File: config.mk
export PLATFORM = sky130hd
export DESIGN_NAME = ycbcr444_to_422_flat
export DESIGN_NICKNAME = d
export VERILOG_FILES = /design/src/rtl/ycbcr444_to_422_if.sv /design/src/rtl/ycbcr444_to_422.sv /design/src/flat_wrapper.sv
export SDC_FILE = /design/constraint.sdc
export NUM_CORES = 1
export LEC_CHECK = 0
export ABC_AREA = 1
export CAP_MARGIN = 25
export CORE_ASPECT_RATIO = 1.1
export CORE_MARGIN = 2
export CORE_UTILIZATION = 37
export DETAILED_ROUTE_END_ITERATION = 8
export SLEW_MARGIN = 5
export SYNTH_ARGS = -nofsm -noshare
export SYNTH_HDL_FRONTEND = slang
export SYNTH_SLANG_ARGS = --single-unit
File: constraint.sdc
create_clock -name clk -period 7.1 [get_ports clk]
set_input_delay 1.065 -clock clk [delete_from_list [all_inputs] [get_ports clk]]
set_output_delay 1.065 -clock clk [all_outputs]
set_load 0.01 [all_outputs]
File: src/rtl/ycbcr444_to_422_if.sv
// ycbcr444_to_422_if
//   Pixel bus bundle for the 4:4:4 -> 4:2:2 chroma decimator.
//   Inputs : de_in, hsync_in, vsync_in, y_in[7:0], cb_in[7:0], cr_in[7:0]
//   Outputs: de_out, hsync_out, vsync_out, data_out[15:0] = {Y, C}, phase_out
//   master : source side (drives the 4:4:4 pixel, receives the 4:2:2 stream)
//   slave  : the converter itself
interface ycbcr444_to_422_if;
    logic        de_in;
    logic        hsync_in;
    logic        vsync_in;
    logic [7:0]  y_in;
    logic [7:0]  cb_in;
    logic [7:0]  cr_in;
    logic        de_out;
    logic        hsync_out;
    logic        vsync_out;
    logic [15:0] data_out;
    logic        phase_out;

    modport master (
        output de_in, hsync_in, vsync_in, y_in, cb_in, cr_in,
        input  de_out, hsync_out, vsync_out, data_out, phase_out
    );

    modport slave (
        input  de_in, hsync_in, vsync_in, y_in, cb_in, cr_in,
        output de_out, hsync_out, vsync_out, data_out, phase_out
    );
endinterface

File: src/rtl/ycbcr444_to_422.sv
// ycbcr444_to_422
//   Converts a 4:4:4 YCbCr pixel stream into the 16-bit 4:2:2 {Y, C} stream
//   expected by the HDMI transmitter. Chroma is decimated horizontally by 2;
//   DE/HSYNC/VSYNC are delayed by the same fixed 3-clock latency as the data.
//
//   Ports:
//     clk  - pixel clock, rising edge
//     rst  - asynchronous active-high reset
//     bus  - ycbcr444_to_422_if.slave (pixel in, 4:2:2 out, syncs, phase_out)
//
//   Parameters:
//     CB_FIRST - 1: even pixel carries Cb, odd carries Cr; 0: swapped
//     BLANK_Y  - Y driven while de_out is low
//     BLANK_C  - C driven while de_out is low
//
//   Build option:
//     YCBCR422_CHROMA_AVG_EN - defined: pairwise chroma averaging with the odd
//                              partner; undefined: co-sited decimation (even
//                              pixel's own chroma is used, odd chroma dropped).
module ycbcr444_to_422 #(
    parameter bit         CB_FIRST = 1'b1,
    parameter logic [7:0] BLANK_Y  = 8'd16,
    parameter logic [7:0] BLANK_C  = 8'd128
) (
    input  logic              clk,
    input  logic              rst,
    ycbcr444_to_422_if.slave  bus
);

    localparam int unsigned PIX_W = 8;
    localparam int unsigned SUM_W = PIX_W + 1;

    typedef struct packed {
        logic             de;
        logic             hs;
        logic             vs;
        logic             phase;
        logic [PIX_W-1:0] y;
        logic [PIX_W-1:0] cb;
        logic [PIX_W-1:0] cr;
    } pix_t;

    pix_t             s1_q;
    pix_t             s2_q;
    logic             phase_q;
    logic [PIX_W-1:0] hold_q;

    logic [PIX_W-1:0] cb_sel_c;
    logic [PIX_W-1:0] cr_sel_c;
    logic [PIX_W-1:0] first_c;
    logic [PIX_W-1:0] second_c;

`ifdef YCBCR422_CHROMA_AVG_EN
    // Even pixel in stage 2 averages with its odd partner in stage 1; an
    // orphan (no partner) averages with itself, yielding its own chroma.
    logic             partner_ok_c;
    logic [PIX_W-1:0] partner_cb_c;
    logic [PIX_W-1:0] partner_cr_c;
    logic [SUM_W-1:0] cb_sum_c;
    logic [SUM_W-1:0] cr_sum_c;

    assign partner_ok_c = s1_q.de & s1_q.phase;
    assign partner_cb_c = partner_ok_c ? s1_q.cb : s2_q.cb;
    assign partner_cr_c = partner_ok_c ? s1_q.cr : s2_q.cr;
    assign cb_sum_c     = SUM_W'(s2_q.cb) + SUM_W'(partner_cb_c) + SUM_W'(1);
    assign cr_sum_c     = SUM_W'(s2_q.cr) + SUM_W'(partner_cr_c) + SUM_W'(1);
    assign cb_sel_c     = cb_sum_c[SUM_W-1:1];
    assign cr_sel_c     = cr_sum_c[SUM_W-1:1];
`else
    // Co-sited: the even pixel's own chroma is kept, the odd one is dropped.
    assign cb_sel_c     = s2_q.cb;
    assign cr_sel_c     = s2_q.cr;
`endif

    assign first_c  = CB_FIRST ? cb_sel_c : cr_sel_c;
    assign second_c = CB_FIRST ? cr_sel_c : cb_sel_c;

    // Phase counter plus the three pipeline stages; stage 3 is the output.
    always_ff @(posedge clk or posedge rst) begin
        if (rst) begin
            phase_q       <= 1'b0;
            s1_q          <= '0;
            s2_q          <= '0;
            hold_q        <= '0;
            bus.de_out    <= 1'b0;
            bus.hsync_out <= 1'b0;
            bus.vsync_out <= 1'b0;
            bus.phase_out <= 1'b0;
            bus.data_out  <= {BLANK_Y, BLANK_C};
        end else begin
            // Cleared on blanking so every line starts on an even pixel.
            phase_q <= bus.de_in ? ~phase_q : 1'b0;

            s1_q.de    <= bus.de_in;
            s1_q.hs    <= bus.hsync_in;
            s1_q.vs    <= bus.vsync_in;
            s1_q.phase <= phase_q;
            s1_q.y     <= bus.y_in;
            s1_q.cb    <= bus.cb_in;
            s1_q.cr    <= bus.cr_in;

            s2_q <= s1_q;

            // Second chroma of the pair waits here for the odd pixel.
            if (s2_q.de && !s2_q.phase) begin
                hold_q <= second_c;
            end

            bus.de_out    <= s2_q.de;
            bus.hsync_out <= s2_q.hs;
            bus.vsync_out <= s2_q.vs;
            if (s2_q.de) begin
                bus.phase_out <= s2_q.phase;
                bus.data_out  <= {s2_q.y, (s2_q.phase ? hold_q : first_c)};
            end else begin
                bus.phase_out <= 1'b0;
                bus.data_out  <= {BLANK_Y, BLANK_C};
            end
        end
    end

endmodule

File: src/flat_wrapper.sv
// flat-port wrapper written by rule: the top's interface ports become plain ports
module ycbcr444_to_422_flat 
#(
    parameter bit         CB_FIRST = 1'b1,
    parameter logic [7:0] BLANK_Y  = 8'd16,
    parameter logic [7:0] BLANK_C  = 8'd128
)
  (clk, rst, bus_de_in, bus_hsync_in, bus_vsync_in, bus_y_in, bus_cb_in, bus_cr_in, bus_de_out, bus_hsync_out, bus_vsync_out, bus_data_out, bus_phase_out);
  ycbcr444_to_422_if bus_i ();
  input  logic clk;
  input  logic rst;
  input wire logic [$bits(bus_i.de_in)-1:0] bus_de_in;
  input wire logic [$bits(bus_i.hsync_in)-1:0] bus_hsync_in;
  input wire logic [$bits(bus_i.vsync_in)-1:0] bus_vsync_in;
  input wire logic [$bits(bus_i.y_in)-1:0] bus_y_in;
  input wire logic [$bits(bus_i.cb_in)-1:0] bus_cb_in;
  input wire logic [$bits(bus_i.cr_in)-1:0] bus_cr_in;
  output wire logic [$bits(bus_i.de_out)-1:0] bus_de_out;
  output wire logic [$bits(bus_i.hsync_out)-1:0] bus_hsync_out;
  output wire logic [$bits(bus_i.vsync_out)-1:0] bus_vsync_out;
  output wire logic [$bits(bus_i.data_out)-1:0] bus_data_out;
  output wire logic [$bits(bus_i.phase_out)-1:0] bus_phase_out;
  assign bus_i.de_in = bus_de_in;
  assign bus_i.hsync_in = bus_hsync_in;
  assign bus_i.vsync_in = bus_vsync_in;
  assign bus_i.y_in = bus_y_in;
  assign bus_i.cb_in = bus_cb_in;
  assign bus_i.cr_in = bus_cr_in;
  assign bus_de_out = bus_i.de_out;
  assign bus_hsync_out = bus_i.hsync_out;
  assign bus_vsync_out = bus_i.vsync_out;
  assign bus_data_out = bus_i.data_out;
  assign bus_phase_out = bus_i.phase_out;
  ycbcr444_to_422 #(.CB_FIRST(CB_FIRST), .BLANK_Y(BLANK_Y), .BLANK_C(BLANK_C)) u_core (.clk(clk), .rst(rst), .bus(bus_i));
endmodule
---- Word level (Yosys, flattened, before mapping) ----
Index checks and enable logic that the tools add are counted.
word-level totals
  memories kept ........................... 0
  memory bits (read-only) ................. 0
  output and inout bits ................... 20
  latch bits .............................. 0
  register bits ........................... 85
  word-level logic and storage cells ...... 28
  RAM bits ................................ 0
cells by class
  $lt $le $gt $ge ......................... 0
  add/sub/neg operators ................... 0
  bitwise operators ....................... 1
  equal/unequal tests ..................... 0
  reductions and logical operators ........ 2
  divide/modulo/power cells ............... 0
  multiplexer cells ....................... 4
  multiply operators ...................... 0
  shift operators ......................... 0
operators with widths
  operator            count
  two-way mux 16 bit  1
  two-way mux 8 bit   1
  two-way mux 1 bit   2
  logical AND 1 bit   1
  zero test 1 bit     1
  NOT 1 bit           1

---- Longest topological paths before layout ----
Gate-level depths: netlist of the first run.
  word-level depth ........................ 2
  mapped depth ............................ 5
  gate-level depth less buffers ........... 4

---- Worst setup path after synthesis of the first run ----
Ideal clock, no wire load.
  kind .................................... reg-to-output
  start ................................... register u_core.bus.data_out[12]
  end ..................................... output bus_data_out[12]
  slack ................................... 5.515 ns
  data arrival time ....................... 0.520 ns
  stages on the path, launching flop included .. 1
  data required time ...................... 6.035 ns
  buffers on the path ..................... 0
  path through ............................ dfstp_2
RTL lines
  what                    line                      source
  from (decl)             ycbcr444_to_422_if.sv:27  output de_out, hsync_out, vsync_out, data_out, phase_out
  from (signal assigned)  ycbcr444_to_422.sv:89     bus.data_out <= {BLANK_Y, BLANK_C};
  from (signal assigned)  ycbcr444_to_422.sv:114    bus.data_out <= {s2_q.y, (s2_q.phase ? hold_q : first_c)};
  from (signal assigned)  ycbcr444_to_422.sv:117    bus.data_out <= {BLANK_Y, BLANK_C};
  to (decl)               flat_wrapper.sv:21        output wire logic [$bits(bus_i.data_out)-1:0] bus_data_out;
No word-level cell between the ends.

---- Worst setup path in the final report of the first run ----
  start ................................... register u_core.bus.data_out[12]
  end ..................................... output bus_data_out[12]
No word-level cell between the ends.

==> results by group, run 1 <==
Yosys
  • Mapped Cells: 162
  • Yosys reg bits: 85
  • Register area share after synthesis: 0.843
  • Mapped Area: ~2500 um^2
  • Distinct cells, synth: 13
  • Syn_area_per_cell: 15.6 um^2
  • Syn. warnings: 0
  • Net count after synthesis: 191

Critical path
  • Max incr delay on CP: around 520 ps
  • Worst-path fanout max: 1
  • Cell family with most CP delay: flip-flops
  • Critical-path cell list: clkdlybuf4s50_1
  • Critical Path AT: between 1000 and 1500 ps
  • Worst Reg2Reg Path Length in Cells: 4
  • Crit. Startpoint: u_core.bus.data_out[12]$_DFF_PP1_
  • Slowest cell on the critical path: dfstp_2
  • Worst setup path endpoint: bus_data_out[12]
  • Crit path capture type: output pin
  • Worst Path Required: approximately 6000 ps
  • R2R Setup Slk: ~5800 ps
  • Reg2reg start: u_core.s2_q[27]$_DFF_PP0_
  • CP Buf/Inv Count: 1
  • Crit path launch type: register
  • Worst reg2reg path endpoint: u_core.hold_q[0]$_DFFE_PP0P_
  • WS Path Type: register to output pin
  • Crit. path cell count: 1

CTS
  • Total CTS buffers: 9
  • Post-CTS resize count: 0
  • H-tree levels: 3
  • Post-CTS setup buffers: 0
  • Hold_buf cts: 0
  • Worst-path clk slew: around 80 ps
  • CTS tree: done
  • Insertion delay to the later sink of the worst-skew pair: roughly 340 ps
  • Clk root buf: clkbuf_8
  • Clock Path Buffers: 2
  • CTS Sinks: 85

Place
  • Pre-CTS setup slack: ~4700 ps
  • Placement Cell Area: 3060 um^2
  • Final GP Congestion: around 0.7
  • DP Wirelength: 2070 um
  • Placed cells: around 290
  • IO Port Bufs: 48

Drt
  • Drt initial violations: 109
  • Routed WL: 3360 um
  • DR pass1 iterations: 4
  • Detail Route Antenna Nets: 0
  • Routed len/inst: between 10 and 15 um
  • DRC errors left: 0
  • Vias: 1225
  • Vias per inst: about 4.0

Floorplanning
  • Die height: ~91 um
  • Area of the core: between 6000 and 7000 um^2
  • Area of the die: between 7000 and 8000 um^2
  • Row cnt: 31
  • I/O Pins: slightly below 50
  • Initial Utilization: 0.383
  • Die X: slightly above 80 um

STA
  • Final hold violations: 0
  • FMAX: around 410 MHz
  • Fin Setup TNS: 0 ps
  • Final min period: about 2400 ps
  • Fin crit share: 0.344
  • Worst-margin pin slew: 475 ps
  • RSZ-0062 raised after global routing: no
  • Clock Skew: approximately 5.5 ps
  • Final Slew Violations: 0
  • Final setup violation count: 0
  • Relative slew slack: 0.684
  • Worst Slack Setup Final: 4660 ps

Global routing
  • Busiest grt layer: met2
  • GR Overflow Total: 0
  • Initial antenna violation count: 0
  • Number of global-route vias before repair: approximately 1200
  • First-pass GRT wire length: just under 6000 um
  • Total Routing Usage GR: 0.103
  • Grt met1 use: 0.124
  • Met3 usage: 0.0311
  • Largest net degree at the start of global routing: between 80 and 90
  • Met2 usage: 0.150

Cells and area
  • Nets: 247
  • Post-layout util: 0.500
  • # diodes: 0
  • Fin cells: between 300 and 400
  • Post-route cell area: about 3300 um^2
  • Area grow syn2layout: 30.4%
  • Share of cells above drive strength 1: 0.130
  • FILL cells: between 500 and 600

Run status
  • Status: complete, no violations

Power
  • Worst vdd ir: about 0.00011 V
  • Power Density: around 280 nW/um^2
  • Leak Pwr: approximately 1.6 nW

Job
  • # Max-Cap Violations: 0

Hold path
  • Tightest Hold Check Type: register to register
[worst register-to-register path, cell delays in order, from the launching register on]
cell and delay [ps]:
dfrtp_1 570, buf_4 360, nand2_4 130, nand2_1 70
nand2_1 50
[cells in the final DEF, fill, tap and decap left out]
cell type | synthesis | final
dfstp_2 | 2 | 2
clkbuf_8 | 0 | 11
nor2_1 | 1 | 1
inv_6 | 0 | 1
nand2_4 | 1 | 1
nand3_1 | 19 | 19
buf_16 | 0 | 1
buf_4 | 3 | 2
nand2_2 | 1 | 1
dfrtp_1 | 83 | 83
inv_1 | 11 | 10
clkinv_2 | 0 | 3
inv_8 | 1 | 1
bufinv_16 | 0 | 1
clkdlybuf4s50_1 | 0 | 48
nand2_1 | 33 | 33
clkinvlp_4 | 0 | 1
nand3_2 | 4 | 4
[layout make-up]
type | count | area (um^2) | area share
Sequential cell | 85 | 2130 | 0.646
Inverter | 12 | 53.8 | 0.0163
Clock inverter | 5 | 56.3 | 0.0171
Tap cell | 82 | 103 | 0.0311
Timing Repair Buffer | 51 | 523 | 0.159
Multi-Input combinational cell | 59 | 280 | 0.0850
Clock buffer | 11 | 151 | 0.0459
[metal layers]
| layer | up-vias | share of wire |
|---|---|---|
| met1 | 577 | 0.43 |
| li1 | 610 | - |
| met2 | 33 | 0.49 |
| met3 | 5 | 0.057 |
| met4 | 0 | 0.019 |
| met5 | - | 0 |
[report_power, final]
part | internal (mW) | total [mW] | switching (mW) | leakage [nW]
Combinational | 0.0345 | 0.0635 | 0.0290 | 0.454
Clock | 0.182 | 0.338 | 0.156 | 0.106
Sequential | 0.514 | 0.525 | 0.0115 | 1.02
[flip-flops by register name, summed over array words and instances, names as in the netlist]
name / count
u_core.bus.phase_out: 1
u_core.cb_sel_c: 8
u_core.hold_q: 8
u_core.bus.hsync_out: 1
u_core.s2_q: 12
u_core.bus.vsync_out: 1
u_core.bus.data_out: 16
u_core.cr_sel_c: 8
u_core.bus.de_out: 1
u_core.phase_q: 1
u_core.s1_q: 28
[synth_stat cells]
library cell  count  area, um^2
buf_12            1        20.0
buf_4             3        22.5
buf_6             2        22.5
dfrtp_1          83        2080
dfstp_2           2        52.6
inv_1            11        41.3
inv_8             1        11.3
nand2_1          33         124
nand2_2           1        6.26
nand2_4           1        11.3
nand3_1          19        95.1
nand3_2           4        40.0
nor2_1            1        3.75
[through the flow]
stage | power (mW) | hold WS [ps]
detailed placement | 0.598 | 335
finish | 0.927 | 351
floorplan | 0.564 | 331
global placement | 0.596 | 331
CTS | 0.939 | 353
global route | 0.970 | 361
[worst min path at each step]
stage | startpoint | endpoint | cells past startpoint
3_3_place_gp | u_core.s1_q[23]$_DFF_PP0_ | u_core.s2_q[23]$_DFF_PP0_ | 0
2_1_floorplan | u_core.s2_q[26]$_DFF_PP0_ | u_core.bus.hsync_out$_DFF_PP0_ | 0
5_1_grt | u_core.s1_q[20]$_DFF_PP0_ | u_core.s2_q[20]$_DFF_PP0_ | 0
4_1_cts | u_core.s1_q[27]$_DFF_PP0_ | u_core.s2_q[27]$_DFF_PP0_ | 0
6_report | u_core.s1_q[27]$_DFF_PP0_ | u_core.s2_q[27]$_DFF_PP0_ | 0
3_5_place_dp | u_core.s1_q[15]$_DFF_PP0_ | u_core.cb_sel_c[7]$_DFF_PP0_ | 0
[cell families after synthesis]
kind of cell,share of synthesized area
buf+inv,0.0465
simple gates,0.111
flops,0.843
No activity file was read; power rests on OpenSTA's default activity.
==> run 2: changes to the inputs <==
==> constraint.sdc (replaced) <==
create_clock -name clk -period 2.4 [get_ports clk]
set_input_delay 0.36 -clock clk [delete_from_list [all_inputs] [get_ports clk]]
set_output_delay 0.36 -clock clk [all_outputs]
set_load 0.01 [all_outputs]
==> run 2 against run 1 <==
Sequential cell count stayed put; register-to-register slack worse by 4600 ps; critical path type unchanged; largest cell class unchanged; critical endpoint unchanged; die area stayed put; critical path depth stayed put; clock skew hardly changed.
==> results by group, run 2 (same netlist as run 1, synthesis figures left out) <==
Run status
  • Status: complete, no violations

Critical path
  • Worst Reg2Reg Path Length in Cells: 4 (unchanged)
  • Cell family with most CP delay: flip-flops
  • Crit path launch type: register
  • CP Buf/Inv Count: 1 (unchanged)
  • Worst reg2reg path endpoint: u_core.hold_q[7]$_DFFE_PP0P_
  • WS Path Type: register to output pin
  • Critical Path AT: 1380 ps (about the same)
  • R2R Setup Slk: 1230 ps (-4580 ps)
  • Worst Path Required: 2040 ps (-3990 ps)
  • Reg2reg start: u_core.s2_q[27]$_DFF_PP0_
  • Max incr delay on CP: 520 ps (about the same)
  • Crit path capture type: output pin
  • Worst-path fanout max: 1 (unchanged)
  • Slowest cell on the critical path: dfstp_2
  • Critical-path cell list: clkdlybuf4s50_1

STA
  • Worst-margin pin slew: 588 ps (+114 ps)
  • RSZ-0062 raised after global routing: no
  • Clock Skew: 5.36 ps (-0.170 ps)
  • Final Slew Violations: 0 (unchanged)
  • Final setup violation count: 0 (unchanged)
  • Relative slew slack: 0.607 (-0.0767)
  • Worst Slack Setup Final: 660 ps (-4000 ps)
  • Final hold violations: 0 (unchanged)
  • Fin Setup TNS: 0 ps (unchanged)
  • Fin crit share: 0.725
  • Final min period: between 1500 and 2000 ps
  • FMAX: 575 MHz

Hold path
  • Tightest Hold Check Type: register to register
  • Min-Delay Path Depth: 0 (unchanged)
  • Hold path endpoint: u_core.bus.vsync_out$_DFF_PP0_
  • Hold path start: u_core.s2_q[25]$_DFF_PP0_

CTS
  • Post-CTS resize count: 0 (unchanged)
  • CTS tree: done
  • H-tree levels: 3 (unchanged)
  • CTS Sinks: 85 (unchanged)
  • Hold_buf cts: 0 (unchanged)
  • Insertion delay to the later sink of the worst-skew pair: 330 ps (about the same)
  • Clock Path Buffers: 2 (unchanged)
  • Total CTS buffers: 9 (unchanged)
  • Worst-path clk slew: 80 ps (about the same)
  • Clk root buf: clkbuf_8
  • Post-CTS setup buffers: 0 (unchanged)

Floorplanning
  • Die X: 82.8 um (unchanged)
  • Area of the core: 6590 um^2 (unchanged)
  • Row cnt: 31 (unchanged)
  • I/O Pins: 49 (unchanged)
  • Initial Utilization: 0.383 (unchanged)
  • Area of the die: 7510 um^2 (unchanged)
  • Die height: 90.7 um (unchanged)

Place
  • IO Port Bufs: 48 (unchanged)
  • Placement Cell Area: 3100 um^2 (+1.1%)
  • Pre-CTS setup slack: 957 ps (-3720 ps)
  • Final GP Congestion: 0.699 (+0.27%)
  • DP Wirelength: 2190 um (+5.9%)

Drt
  • Detail Route Antenna Nets: 0 (unchanged)
  • Drt initial violations: 178 (+63%)
  • Vias: 1269 (+3.6%)
  • DRC errors left: 0 (unchanged)
  • Vias per inst: 4.16 (+3.6%)
  • DR pass1 iterations: 4 (unchanged)
  • Routed len/inst: 11.0 um (-0.12%)
  • Routed WL: 3360 um (-0.12%)

Global routing
  • Number of global-route vias before repair: 1315 (+6.0%)
  • Total Routing Usage GR: 0.104 (+0.000570)
  • GR Overflow Total: 0 (unchanged)
  • First-pass GRT wire length: 6000 um (+2.7%)
  • Initial antenna violation count: 0 (unchanged)
  • Largest net degree at the start of global routing: 33 (-62%)

Job
  • # Max-Cap Violations: 0 (unchanged)

Power
  • Leak Pwr: 1.59 nW (+0.79%)
  • Power Density: 869 nW/um^2 (+210%)
  • Worst vdd ir: 0.000400 V (+260%)
  • Overall Power: 2.90 mW (+210%)

Cells and area
  • Area grow syn2layout: 32.0%
  • # diodes: 0 (unchanged)
  • Share of cells above drive strength 1: 0.121 (-0.00897)
  • Commonest non-fill, non-tap cell in the layout: dfrtp_1
  • Most frequent cells in the layout: 83 x dfrtp_1, 48 x clkdlybuf4s50_1, 33 x nand2_1
  • Post-layout util: 0.506 (+0.00607)
  • Post-route cell area: 3340 um^2 (+1.2%)
  • Nets: 247 (unchanged)
  • Max reg flops: 28 (unchanged)
  • Largest Register: u_core.s1_q
  • Top Registers: u_core.s1_q x28, u_core.bus.data_out x16, u_core.s2_q x12
-- run 2: changes by cell type in the layout (fill, tap and decap cells not counted) --
cell	delta
buf_12	+2
buf_16	-1
buf_4	-1
bufinv_16	+2
clkbuf_1	+2
clkbuf_8	-1
clkinv_2	-2
inv_6	-1
-- run 2: cell type report --
| class | instances | area, um^2 |
|---|---|---|
| Fill cell | 583 | 3260 |
| Sequential cell | 85 | 2130 |
| Timing Repair Buffer | 51 | 528 |
| Multi-Input combinational cell | 59 | 280 |
| Clock buffer | 12 | 145 |
| Tap cell | 82 | 103 |
| Clock inverter | 4 | 95.1 |
| Inverter | 12 | 56.3 |
-- run 2: through the flow --
step / hold WS, ps / cells
final: 350 / 305
after global routing: 358 / 305
after CTS: 353 / 305
after detailed placement: 335 / 289
after global placement: 331 / 289
after floorplan: 331 / 162
-- run 2: worst max path at each step --
| stage | start | end | slack (ps) | cells past startpoint |
|---|---|---|---|---|
| floorplan | rst | u_core.bus.data_out[0]$_DFF_PP0_ | 1060 | 1 |
| detailed placement | rst | u_core.bus.data_out[7]$_DFF_PP1_ | 960 | 3 |
| CTS | u_core.bus.data_out[12]$_DFF_PP1_ | bus_data_out[12] | 630 | 1 |
| global placement | rst | u_core.bus.data_out[7]$_DFF_PP1_ | 970 | 3 |
| finish | u_core.bus.data_out[12]$_DFF_PP1_ | bus_data_out[12] | 660 | 1 |
| global route | u_core.bus.data_out[12]$_DFF_PP1_ | bus_data_out[12] | 620 | 1 |
-- run 2: per-layer routing --
metal,vias up,part of all wire,track usage
met4,0,0.036,0.0902
met1,616,0.42,0.122
met2,29,0.50,0.157
li1,613,-,-
met5,-,0,0
met3,11,0.046,0.0274
-- run 2: power by group --
group / switching, mW / total, mW / internal [mW]
clock: 0.437 / 1.16 / 0.719
combinational: 0.0869 / 0.190 / 0.103
sequential: 0.0330 / 1.55 / 1.52
total: 0.557 / 2.90 / 2.34
==> run 3: changes to the inputs <==
==> constraint.sdc (replaced) <==
create_clock -name clk -period 1.5 [get_ports clk]
set_input_delay 0.225 -clock clk [delete_from_list [all_inputs] [get_ports clk]]
set_output_delay 0.225 -clock clk [all_outputs]
set_load 0.01 [all_outputs]
==> run 3 against run 2 <==
Cell area decreased by 1.8%; first-iteration DRC count decreased by 75%; critical path depth unchanged; via count rose by 0.95%; largest power group unchanged; critical path type unchanged; sequential cell count unchanged; largest cell class unchanged; worst setup slack worse by 600 ps; global-route usage increased by 0.40 points.
==> results by group, run 3 (same netlist as run 1, synthesis figures left out) <==
Drt
  • Drt initial violations: 44 (-75%)
  • Wire length on met1: 1430 um (+1.8%)
  • DRC errors left: 0 (unchanged)
  • Detail Route Antenna Nets: 0 (unchanged)
  • Routed len/inst: 11.5 um (+4.1%)
  • DR pass1 iterations: 4 (unchanged)
  • Met2 Wirelength: 1860 um (+11%)
  • Max layer used: met4
  • Vias: 1281 (+0.95%)
  • Met3 wire length: 134 um (-14%)
  • Routed WL: 3520 um (+4.8%)
  • Vias per inst: 4.17 (+0.29%)

STA
  • Hold Slack: 157 ps (-193 ps)
  • Final hold violations: 0 (unchanged)
  • Fin Setup TNS: 0 ps (unchanged)
  • RSZ-0062 raised after global routing: no
  • Final setup violation count: 0 (unchanged)
  • Clock Skew: 6.41 ps (+1.06 ps)
  • Final min period: ~1400 ps
  • Worst Slack Setup Final: 60.9 ps (-599 ps)
  • Worst-margin pin slew: 342 ps (-247 ps)
  • Final Slew Violations: 0 (unchanged)
  • Relative slew slack: 0.772 (+0.165)
  • Fin crit share: 0.959
  • FMAX: 695 MHz

Critical path
  • Critical Path AT: 1210 ps (-170 ps)
  • Worst Path Required: 1270 ps (-770 ps)
  • Crit path launch type: register
  • Max incr delay on CP: 540 ps (+20 ps)
  • CP Buf/Inv Count: 1 (unchanged)
  • WS Path Type: register to output pin
  • Critical-path cell list: clkdlybuf4s50_1
  • Worst-path fanout max: 1 (unchanged)
  • Cell family with most CP delay: buffers and inverters
  • Slowest cell on the critical path: clkdlybuf4s50_1
  • Crit path capture type: output pin

Place
  • Final GP Congestion: 0.688 (-1.6%)
  • DP Wirelength: 2270 um (+3.7%)
  • IO Port Bufs: 48 (unchanged)
  • Pre-CTS setup slack: 252 ps (-706 ps)

CTS
  • Insertion delay to the later sink of the worst-skew pair: 340 ps (about the same)
  • Total CTS buffers: 9 (unchanged)
  • CTS tree: done
  • Clock Path Buffers: 2 (unchanged)
  • Post-CTS setup buffers: 0 (unchanged)
  • Clk root buf: clkbuf_8
  • H-tree levels: 3 (unchanged)
  • Worst-path clk slew: 80 ps (about the same)
  • CTS Sinks: 85 (unchanged)

Cells and area
  • Max reg flops: 28 (unchanged)
  • Share of cells above drive strength 1: 0.133 (+0.0123)
  • Largest Register: u_core.s1_q
  • Commonest non-fill, non-tap cell in the layout: dfrtp_1
  • Top Registers: u_core.s1_q x28, u_core.bus.data_out x16, u_core.s2_q x12
  • Area grow syn2layout: 29.7%
  • # diodes: 0 (unchanged)
  • Nets: 249 (+0.81%)
  • Most frequent cells in the layout: 83 x dfrtp_1, 46 x clkdlybuf4s50_1, 33 x nand2_1

Floorplanning
  • Area of the core: 6590 um^2 (unchanged)
  • Area of the die: 7510 um^2 (unchanged)
  • Row cnt: 31 (unchanged)
  • Die height: 90.7 um (unchanged)
  • I/O Pins: 49 (unchanged)
  • Die X: 82.8 um (unchanged)
  • Initial Utilization: 0.383 (unchanged)

Global routing
  • GR Overflow Total: 0 (unchanged)
  • Number of global-route vias before repair: 1369 (+4.1%)
  • First-pass GRT wire length: 6080 um (+1.4%)
  • Total Routing Usage GR: 0.108 (+0.00403)
  • Initial antenna violation count: 0 (unchanged)
  • Largest net degree at the start of global routing: 50 (+52%)

Power
  • Power Density: 1270 nW/um^2 (+46%)
  • Leak Pwr: 1.57 nW (-1.4%)
  • Worst vdd ir: 0.000450 V (+12%)
  • Overall Power: 4.15 mW (+43%)

Job
  • # Max-Cap Violations: 0 (unchanged)

Hold path
  • Tightest Hold Check Type: input pin to asynchronous set/reset pin

Run status
  • Status: complete, no violations
-- run 3: layout make-up --
class,instances,area [um^2]
fillers,608,3320
repair buffers,53,541
multi-input cells,59,280
inverters,12,56.3
clock inverters,5,27.5
flip-flops and latches,85,2130
clock buffers,11,141
well taps,82,103
-- run 3: layer usage --
metal,GRT usage,vias up
met3,0.0293,6
met1,0.114,632
met4,0.0902,0
met5,0,-
met2,0.178,29
li1,-,614
-- run 3: final timing paths --
check | startpoint | endpoint | slack, ps | depth (start not counted)
worst max-delay path | u_core.bus.data_out[10]$_DFF_PP0_ | bus_data_out[10] | 60 | 1
worst min register to register | u_core.s1_q[14]$_DFF_PP0_ | u_core.cb_sel_c[6]$_DFF_PP0_ | 350 | 0
max in group asynchronous | rst | u_core.bus.data_out[7]$_DFF_PP1_ | 800 | 3
worst min-delay path | rst | u_core.s1_q[9]$_DFF_PP0_ | 160 | 2
min in group clk | bus_y_in[1] | u_core.s1_q[17]$_DFF_PP0_ | 310 | 1
worst max register to register | u_core.s2_q[27]$_DFF_PP0_ | u_core.hold_q[5]$_DFFE_PP0P_ | 420 | 3
-- run 3: per-stage QoR --
stage | utilization | area [um^2] | cells
final | 0.497 | 3280 | 307
after CTS | 0.497 | 3280 | 307
after global routing | 0.497 | 3280 | 307
after global placement | 0.472 | 3110 | 291
after floorplan | - | 2530 | 162
after detailed placement | 0.472 | 3110 | 291
-- run 3: where the power goes --
group          internal, mW  total [mW]  switching, mW
clock                 0.635        1.36          0.723
combinational         0.166       0.308          0.142
sequential             2.43        2.48         0.0513
-- run 3: what timing repair did --
item / in CTS / in global routing
setup endpoints to repair: 2 / 0
hold buffers: 0 / 0
gates resized for setup: 2 / 0
